## src/rtl/cordic_sched_pkg.sv

```systemverilog
// cordic_sched_pkg: shared types, phase constants and the
// phase wrap helper for the cordic voice scheduler.
package cordic_sched_pkg;

  // Phase format shared with the cordic core: PI ~= pi * 2^29
  // (rounded so PI/2 and PI/4 are exact).
  localparam logic signed [31:0] PI = 32'sd1686629712;
  localparam logic signed [32:0] PI_X = 33'(PI);
  localparam logic signed [32:0] TWO_PI_X = PI_X + PI_X;

  localparam int NUM_VOICES_DEF = 4;
  localparam int VID_W_DEF = 2;

  typedef enum logic [1:0] {
    FLUSH,
    IDLE,
    ISSUE,
    DRAIN
  } state_t;

  typedef logic [VID_W_DEF-1:0] vid_t;

  function automatic logic signed [31:0] wrap_phase(
    input logic signed [31:0] acc,
    input logic signed [31:0] inc
  );
    logic signed [32:0] s;
    s = $signed({acc[31], acc}) + $signed({inc[31], inc});
    if (s > PI_X) s = s - TWO_PI_X;
    else if (s < -PI_X) s = s + TWO_PI_X;
    return $signed(s[31:0]);
  endfunction

endpackage

```

## src/rtl/cordic_voice_scheduler_bank.sv

```systemverilog
// cordic_phase_bank: per-voice increment and accumulator
// registers with cfg write/clear and wrapped update on issue.
module cordic_phase_bank
  import cordic_sched_pkg::*;
#(
  parameter int NUM_VOICES = NUM_VOICES_DEF,
  parameter int VID_W = VID_W_DEF
) (
  input  logic                     clock,
  input  logic                     reset,
  input  logic                     cfg_we,
  input  logic                     cfg_clr,
  input  logic [VID_W-1:0]         cfg_voice,
  input  logic signed [31:0]       cfg_inc,
  input  logic                     iss_en,
  input  logic [VID_W-1:0]         iss_voice,
  output logic signed [31:0]       iss_phase
);

  logic signed [31:0] acc_q [NUM_VOICES];
  logic signed [31:0] acc_d [NUM_VOICES];
  logic signed [31:0] inc_q [NUM_VOICES];
  logic signed [31:0] inc_d [NUM_VOICES];

  // Issue reads old acc; clear overrides the wrap update.
  always_comb begin
    iss_phase = '0;
    for (int v = 0; v < NUM_VOICES; v++) begin
      acc_d[v] = acc_q[v];
      inc_d[v] = inc_q[v];
      if (iss_en && iss_voice == VID_W'(v)) begin
        iss_phase = acc_q[v];
        acc_d[v] = wrap_phase(acc_q[v], inc_q[v]);
      end
      if (cfg_we && cfg_voice == VID_W'(v))
        inc_d[v] = cfg_inc;
      if (cfg_clr && cfg_voice == VID_W'(v))
        acc_d[v] = '0;
    end
  end

  // Register file state.
  always_ff @(posedge clock or negedge reset) begin
    if (!reset) begin
      for (int v = 0; v < NUM_VOICES; v++) begin
        acc_q[v] <= '0;
        inc_q[v] <= '0;
      end
    end else begin
      acc_q <= acc_d;
      inc_q <= inc_d;
    end
  end

endmodule

```

## src/rtl/cordic_voice_scheduler.sv

```systemverilog
// cordic_voice_scheduler: time-shares one cordic pipeline across
// voices. Optional CORDIC_SCHED_WATCHDOG_EN adds a DRAIN watchdog.
module cordic_voice_scheduler
  import cordic_sched_pkg::*;
#(
  parameter int NUM_VOICES = NUM_VOICES_DEF,
  parameter int LATENCY = 16,
  parameter int VID_W =
    (NUM_VOICES > 1) ? $clog2(NUM_VOICES) : 1
) (
  input  logic             clock,
  input  logic             reset,
  input  logic             enable,
  input  logic             sample_tick,
  input  logic             cfg_we,
  input  logic             cfg_clr,
  input  logic [VID_W-1:0] cfg_voice,
  input  logic [31:0]      cfg_inc,
  output logic [31:0]      cordic_rad,
  output logic             cordic_vin,
  input  logic [15:0]      cordic_s,
  input  logic [15:0]      cordic_c,
  input  logic             cordic_vout,
  output logic             sample_valid,
  output logic [VID_W-1:0] sample_voice,
  output logic [15:0]      sample_sin,
  output logic [15:0]      sample_cos,
  output logic             frame_done,
  output logic             busy,
  output logic             overrun
`ifdef CORDIC_SCHED_WATCHDOG_EN
  ,
  output logic             wd_err
`endif
);

  localparam int CNT_W = $clog2(NUM_VOICES + 1);
  localparam int FL_W = $clog2(LATENCY + 1);
  localparam logic [CNT_W-1:0] NV_C = CNT_W'(NUM_VOICES);
  localparam logic [VID_W-1:0] LAST_V = VID_W'(NUM_VOICES - 1);
  localparam logic [FL_W-1:0] FL_INIT = FL_W'(LATENCY);

  state_t state_q, state_d;
  logic [VID_W-1:0] iss_q, iss_d;
  logic [CNT_W-1:0] ret_q, ret_d;
  logic [FL_W-1:0] fl_q, fl_d;
  logic ovr_q, ovr_d;
  logic sv_q, sv_d;
  logic [VID_W-1:0] svc_q, svc_d;
  logic [15:0] sin_q, sin_d;
  logic [15:0] cos_q, cos_d;
  logic tick, issue, accept, done;
  logic signed [31:0] iss_phase;

`ifdef CORDIC_SCHED_WATCHDOG_EN
  localparam int WD_W = $clog2(LATENCY + 5);
  localparam logic [WD_W-1:0] WD_LIM = WD_W'(LATENCY + 4);
  logic [WD_W-1:0] wd_q, wd_d;
  logic wde_q, wde_d;
`endif

  cordic_phase_bank #(
    .NUM_VOICES(NUM_VOICES),
    .VID_W(VID_W)
  ) u_bank (
    .clock(clock),
    .reset(reset),
    .cfg_we(cfg_we),
    .cfg_clr(cfg_clr),
    .cfg_voice(cfg_voice),
    .cfg_inc(cfg_inc),
    .iss_en(issue),
    .iss_voice(iss_q),
    .iss_phase(iss_phase)
  );

  // Frame FSM, issue control and in-order retire capture.
  always_comb begin
    state_d = state_q;
    iss_d = iss_q;
    ret_d = ret_q;
    fl_d = fl_q;
    ovr_d = ovr_q;
    sv_d = 1'b0;
    svc_d = svc_q;
    sin_d = sin_q;
    cos_d = cos_q;
    issue = 1'b0;
    done = 1'b0;
    tick = sample_tick & enable;
    accept = cordic_vout && ret_q < NV_C &&
             (state_q == ISSUE || state_q == DRAIN);
    if (tick && state_q != IDLE) ovr_d = 1'b1;
    unique case (state_q)
      FLUSH: begin
        if (fl_q == FL_W'(1)) state_d = IDLE;
        else fl_d = fl_q - FL_W'(1);
      end
      IDLE: begin
        if (tick) begin
          state_d = ISSUE;
          iss_d = '0;
          ret_d = '0;
        end
      end
      ISSUE: begin
        issue = 1'b1;
        iss_d = iss_q + VID_W'(1);
        if (iss_q == LAST_V) state_d = DRAIN;
      end
      DRAIN: begin
        if (ret_q == NV_C) begin
          state_d = IDLE;
          done = 1'b1;
        end
      end
      default: state_d = FLUSH;
    endcase
    if (accept) begin
      ret_d = ret_q + CNT_W'(1);
      sv_d = 1'b1;
      svc_d = VID_W'(ret_q);
      sin_d = cordic_s;
      cos_d = cordic_c;
    end
`ifdef CORDIC_SCHED_WATCHDOG_EN
    wd_d = '0;
    wde_d = wde_q;
    if (issue || accept) wd_d = WD_W'(1);
    else if (state_q == DRAIN) wd_d = wd_q + WD_W'(1);
    if (state_q == DRAIN && !done && wd_d == WD_LIM) begin
      state_d = IDLE;
      wde_d = 1'b1;
    end
`endif
  end

  // Scheduler state; reset aborts any frame into FLUSH.
  always_ff @(posedge clock or negedge reset) begin
    if (!reset) begin
      state_q <= FLUSH;
      iss_q <= '0;
      ret_q <= '0;
      fl_q <= FL_INIT;
      ovr_q <= 1'b0;
      sv_q <= 1'b0;
      svc_q <= '0;
      sin_q <= '0;
      cos_q <= '0;
`ifdef CORDIC_SCHED_WATCHDOG_EN
      wd_q <= '0;
      wde_q <= 1'b0;
`endif
    end else begin
      state_q <= state_d;
      iss_q <= iss_d;
      ret_q <= ret_d;
      fl_q <= fl_d;
      ovr_q <= ovr_d;
      sv_q <= sv_d;
      svc_q <= svc_d;
      sin_q <= sin_d;
      cos_q <= cos_d;
`ifdef CORDIC_SCHED_WATCHDOG_EN
      wd_q <= wd_d;
      wde_q <= wde_d;
`endif
    end
  end

  assign cordic_vin = issue;
  assign cordic_rad = iss_phase;
  assign busy = (state_q != IDLE);
  assign frame_done = done;
  assign overrun = ovr_q;
  assign sample_valid = sv_q;
  assign sample_voice = svc_q;
  assign sample_sin = sin_q;
  assign sample_cos = cos_q;
`ifdef CORDIC_SCHED_WATCHDOG_EN
  assign wd_err = wde_q;
`endif

endmodule

```

## config.mk

```make
export PLATFORM = sky130hd
export DESIGN_NAME = cordic_voice_scheduler
export DESIGN_NICKNAME = d
export VERILOG_FILES = /design/src/rtl/cordic_sched_pkg.sv /design/src/rtl/cordic_voice_scheduler_bank.sv /design/src/rtl/cordic_voice_scheduler.sv
export SDC_FILE = /design/constraint.sdc
export NUM_CORES = 1
export LEC_CHECK = 0
export ABC_AREA = 0
export CORE_MARGIN = 5
export CORE_UTILIZATION = 65
export CTS_CLUSTER_DIAMETER = 50
export DETAILED_ROUTE_END_ITERATION = 7
export PLACE_DENSITY = 0.9
export SYNTH_ARGS = -nofsm -noshare
export SYNTH_HDL_FRONTEND = slang
export SYNTH_SLANG_ARGS = --single-unit
```

## constraint.sdc

```tcl
create_clock -name clock -period 7.45 [get_ports clock]
set_clock_uncertainty 0.15 [all_clocks]
set_input_delay 0.745 -clock clock [delete_from_list [all_inputs] [get_ports clock]]
set_output_delay 0.745 -clock clock [all_outputs]
set_load 0.05 [all_outputs]
```

Yosys cells after proc, flatten, opt, wreduce, memory -nomap -nowiden
Cells that the tools add are included.
{ "totals": {"wordCells": 123, "register_bits": 304, "output_inout_bits": 71} }
{ "op_classes": {"n_bitwise": 2, "muxes": 34, "eq_ne": 16, "n_lt_le_gt_ge": 9, "addsub": 15, "n_reduce_logical": 30} }
{ "ops": {"columns": ["op", "count"], "rows": [
  ["$mux W32", 20],
  ["$add A32 B32 Y33", 4],
  ["$gt A33 B32 Y1 const B", 4],
  ["$lt A33 B32 Y1 const B", 4],
  ["$add A32 B31 Y32 const B", 4],
  ["$sub A32 B31 Y32 const B", 4],
  ["$logic_and A1 B1 Y1", 15],
  ["$reduce_bool A2 Y1", 7],
  ["$eq A2 B2 Y1 const B", 6],
  ["$mux W2", 5],
  ["$mux W3", 3],
  ["$pmux W2 S4", 1],
  ["$eq A2 B1 Y1 const B", 3],
  ["$logic_not A2 Y1", 3],
  ["$ne A2 B1 Y1 const B", 3],
  ["$reduce_and A2 Y1", 3],
  ["$eq A5 B1 Y1 const B", 1],
  ["$sub A5 B1 Y5 const B", 1],
  ["$mux W1", 4],
  ["$ne A2 B2 Y1 const B", 2],
  ["$pmux W2 S2", 1],
  ["$reduce_and A4 Y1", 1],
  ["$add A3 B1 Y3 const B", 1],
  ["$eq A3 B3 Y1 const B", 1],
  ["5 further kinds", 5]
]} }

Depth between registers and ports, before layout
{ "depth": {"ltp_word": 7, "depth_mapped": 19} }

Cells and area by module
A second synthesis with hierarchy kept.
{ "unflattened": {"hier_cells": 3248, "area_unflattened_um2": 27650.3} }
{ "modules_own_cells": {"columns": ["module", "n_inst", "area_per_inst_um2", "cells_per_inst"], "rows": [
  ["cordic_phase_bank", 1, 25609.6, 3106],
  ["cordic_voice_scheduler", 1, 2040.7, 142]
]} }

Worst setup path after synthesis
OpenSTA, ideal clock, no wires.
{ "synth_timing": {"kind": "register to register", "startpoint": "register u_bank.acc_q[0] (netlist name)", "endpoint": "register u_bank.acc_q[26] (netlist name)", "period_less_slack_ns": 4.687, "n_path_buf": 2, "arrival_ns": 4.459, "setup_slack_ns": 2.763, "t_required_ns": 7.222, "setup_time_ns": 0.078, "stages_incl_launch_ff": 20, "cell_sequence": "dfrtp_1 > ha_1 > fa_1 > a211oi_2 > o21ai_2 > xor2_1 > inv_1 > ha_1 > a21oi_1 > o21ai_0 > a211o_1 > a2111oi_0 > a2111oi_0 > or4_1 > buf_4 > buf_6 > o22ai_1 > xnor2_1 > nand2_1 > a21oi_1"} }
{ "synth_between": {"elab_chain_cells": 6, "elab_cells_between_ends": 9, "classes_between": "add/sub (3); order compare (2); mux (4)"} }
{ "synth_rtl": {"columns": ["item", "line", "rtl"], "rows": [
  ["from (decl)", "cordic_voice_scheduler_bank.sv:20", "logic signed [31:0] acc_q [NUM_VOICES];"],
  ["from (signal, indexed assignment)", "cordic_voice_scheduler_bank.sv:46", "acc_q[v] <= '0;"],
  ["from (signal assigned)", "cordic_voice_scheduler_bank.sv:50", "acc_q <= acc_d;"],
  ["$add A32 B32 Y33 (*)", "cordic_sched_pkg.sv:28", "s = $signed({acc[31], acc}) + $signed({inc[31], inc});"],
  ["$add A32 B31 Y32 or $lt A33 B32 Y1 (tied branches)", "cordic_sched_pkg.sv:30", "else if (s < -PI_X) s = s + TWO_PI_X;"],
  ["$mux W32", "cordic_sched_pkg.sv:30", null],
  ["$mux W32 (*)", "cordic_sched_pkg.sv:29", "if (s > PI_X) s = s - TWO_PI_X;"],
  ["$mux W32 (*)", "cordic_voice_scheduler_bank.sv:31", "if (iss_en && iss_voice == VID_W'(v)) begin"],
  ["$mux W32 (*)", "cordic_voice_scheduler_bank.sv:37", "if (cfg_clr && cfg_voice == VID_W'(v))"]
]} }
Every way passes the cells marked *; elsewhere a longest branch is shown, timed or not. The select of a mux whose other input is x is not followed.
A chain may end at the register's enable or synchronous reset.

Final worst setup path
{ "layout_timing": {"startpoint": "register u_bank.inc_q[0] (netlist name)", "endpoint": "register u_bank.acc_q[31] (netlist name)"} }
{ "layout_between": {"elab_chain_cells": 6, "elab_cells_between_ends": 9, "classes_between": "add/sub (3); order compare (2); mux (4)"} }
{ "layout_rtl": {"columns": ["item", "line", "rtl"], "rows": [
  ["from (decl)", "cordic_voice_scheduler_bank.sv:22", "logic signed [31:0] inc_q [NUM_VOICES];"],
  ["from (signal assigned)", "cordic_voice_scheduler_bank.sv:51", "inc_q <= inc_d;"],
  ["$add A32 B32 Y33 (*)", "cordic_sched_pkg.sv:28", null],
  ["$add A32 B31 Y32 or $lt A33 B32 Y1 (tied branches)", "cordic_sched_pkg.sv:30", null],
  ["$mux W32", "cordic_sched_pkg.sv:30", null],
  ["$mux W32 (*)", "cordic_sched_pkg.sv:29", null],
  ["$mux W32 (*)", "cordic_voice_scheduler_bank.sv:31", null],
  ["$mux W32 (*)", "cordic_voice_scheduler_bank.sv:37", null]
]} }
Marks and branches as above.

==> out/metrics.yaml <==
synth:
  syn-num-nets: 3348
  yosysTopAreaCell: "dfrtp_1"
  synthTopCellsByArea: "dfrtp_1, ha_1, mux2_2"
  ys.flop_type: "dfrtp_1"
  yosysTopAreaCellShare_pct: 28.6
  ys_ff_latch: 304
  synth_area_sq_um: 26500
  synthArstFlopShare_pct: 100
  yosys.cell_types.count: 122
  yosys_warnings: 0
  synth_edf_count: 0
  synth-seq-area-share_pct: 28.7
  synthCells: 3114
  syn_area_per_cell_sq_um: 8.52
final_layout:
  design_area_sq_um: 29500
  final_cell_mix: "nand2_1, dfrtp_1, o21ai_0"
  finalNetCount: 3399
  antenna_cells: 0
  drive_gt1_share_pct: 12.1
  final_common_cell: "nand2_1"
  stdcell_count: 3731
  area_growth_syn_to_layout_pct: 11.4
cts:
  cts_setup_buffers: 0
  cts_hold_buffers: 0
  cts_made_buffers: 43
  htreeDepth: 2
  cts_num_sinks: 304
  cts_max_path_buffers: 3
  cts_tree: "built"
  cts-root-buf: "clkbuf_16"
  cts_resized: 0
  clk_latency_ns: 0.60
  path_clk_slew_ns: 0.06
detailed_routing:
  route.detailed.drc: 0
  dr_total_vias: 27000
  wl_per_cell_um: 26.3
  routed_via_density: 7.23
  drt_iter0_drc: 3059
  firstDrtPassIters: 6
  wl_mm: 98.0
  ant_nets: 0
global_route:
  grt_max_degree: 135
  overflow: 0
  grt_pass1_vias: 25900
  antenna_found_initial: 5
  grt_usage_pct: 42.3
  grt_pass1_wl_mm: 149
floorplanning:
  die_y_um: 212
  rows: 74
  boundaryPins: 144
  die_x_um: 212
  die_area_sq_um: 44900
  core_area_sq_um: 40600
  start_util_pct: 65.4
pwr:
  ir_worst_vdd_mv: 0.424
  powerDensity_nw_per_um2: 522
  p_leak_nw: 12.4
  clock_power_share_pct: 14.2
  switching_power_mw: 8.28
  power_frac_comb_pct: 68.2
  switching_share_pct: 53.7
  p_int_mw: 7.14
  seq_power_share_pct: 17.6
run:
  cap_viol_max_count: 0
placed_design:
  port_buffers: 143
  dp_hpwl_mm: 73.2
  gp_congestion: 1.05
  place_area_sq_um: 28000
  dp.cells: 3652
sta:
  clock.fmax_mhz: 156
  setup_viol: 0
  rsz0062_at_grt: "no"
  fin_tns_setup_ns: 0
  fin_crit_sh_pct: 86.2
  hold_violations: 0
  max_slew_margin_pct: 12.3
  min_period_ns: 6.42
  maxSlewViolCount: 0
  tightest_slew_ns: 1.31
critical_path:
  worst_ep_arrival_time_ns: 6.73
  worstPathRequired_ns: 7.75
  end_kind: "register"
  cp-start-kind: "register"
  path_class: "reg -> reg"
  worstPathMaxFanout: 29
outcome:
  status: "complete, no violations"
worst_hold_path:
  hold_class: "in -> async"
## layer usage
metal | wire length (um) | track usage [%] | vias up
li1 | - | - | 11900
met1 | 36300 | 53.9 | 12900
met2 | 44200 | 67.3 | 1770
met3 | 10100 | 8.07 | 441
met4 | 7320 | 24.8 | 8
met5 | 55 | 0 | -
## through the flow
step	total power, mW	utilization, %	worst slack [ns]	hold slack, ns
final	15.4	72.8	1.03	0.0681
after global routing	16.2	72.8	0.848	0.132
after CTS	15.0	72.8	1.34	0.116
after detailed placement	12.7	69.1	1.37	0.318
after global placement	12.4	69.1	1.53	0.314
after floorplan	10.2	-	2.76	0.299
## registers in the layout, summed over array words and instances (netlist names)
signal,count
u_bank.acc_q,128
u_bank.inc_q,128
sample_cos,16
sample_sin,16
fl_q,5
ret_q,3
iss_q,2
sample_voice,2
state_q,2
overrun,1
sample_valid,1
## critical path: stages (launching register included)
cell and delay [ns]:
dfrtp_1 0.40, ha_1 0.26, fa_1 0.45, a211oi_2 0.35, o21ai_2 0.16, xor2_1 0.63
inv_1 0.21, ha_1 0.26, a21oi_1 0.12, o21ai_0 0.09, a211o_1 0.35, a2111oi_0 0.78
a2111oi_0 0.16, or4_1 1.02, a311oi_1 0.55, o211ai_1 0.16, nand2_1 0.12, nor2_1 0.05
## cell usage after synthesis, drive strengths merged (29+ instances only)
library cell	instances
a21oi	252
clkbuf	96
xnor2	97
nor4	29
a221o	35
o21a	33
nand4	41
buf	66
ha	157
a21o	60
and2	37
o31ai	29
nand3	73
o22ai	33
or3	29
a31oi	40
dfrtp	303
nand2	353
nor2	168
o211ai	39
mux2	166
xor2	56
nor3	122
o21ai	270
a211oi	47
and3	58
inv	58
## worst paths after layout
check | startpoint | endpoint | slack, ns | cells after the start
hold reg to reg | fl_q[3]$_DFFE_PN0P_ | fl_q[3]$_DFFE_PN0P_ | 0.34 | 1
setup / recovery | u_bank.inc_q[0]$_DFFE_PN0P_ | u_bank.acc_q[31]$_DFFE_PN0P_ | 1.03 | 17
max in group asynchronous | reset | u_bank.inc_q[22]$_DFFE_PN0P_ | 5.70 | 2
min in group clock | fl_q[3]$_DFFE_PN0P_ | fl_q[3]$_DFFE_PN0P_ | 0.34 | 1
hold / removal | reset | u_bank.acc_q[9]$_DFFE_PN0P_ | 0.07 | 1
setup reg to reg | u_bank.inc_q[0]$_DFFE_PN0P_ | u_bank.acc_q[31]$_DFFE_PN0P_ | 1.03 | 17
## layout make-up
| type | instances | area, sq um |
|---|---|---|
| Timing Repair Buffer | 169 | 1640 |
| Inverter | 58 | 218 |
| Clock inverter | 30 | 353 |
| Tap cell | 532 | 666 |
| Clock buffer | 49 | 1160 |
| Sequential cell | 304 | 7610 |
| Multi-Input combinational cell | 2589 | 17900 |
| Fill cell | 2987 | 11000 |
## kinds of logic after synthesis
kind of cell,Yosys count,synth area share [%]
AO/OA/AOI/OAI,1047,27.1
multiplexers,184,7.73
buffers and inverters,221,3.91
flip-flops,304,28.7
XOR/XNOR,153,5.21
adder cells (fa/ha/maj),161,7.71
AND/OR/NAND/NOR,1044,19.6
## power by group through the flow
| stage | sequential (mW) | clock (mW) | combinational [mW] |
|---|---|---|---|
| floorplan | 2.76 | 0 | 7.47 |
| CTS | 2.67 | 2.19 | 10.2 |
| finish | 2.71 | 2.19 | 10.5 |
| detailed placement | 2.68 | 0 | 10.0 |
| global route | 2.72 | 2.26 | 11.2 |
| global placement | 2.65 | 0 | 9.77 |
(Power assumes the default switching activity.)
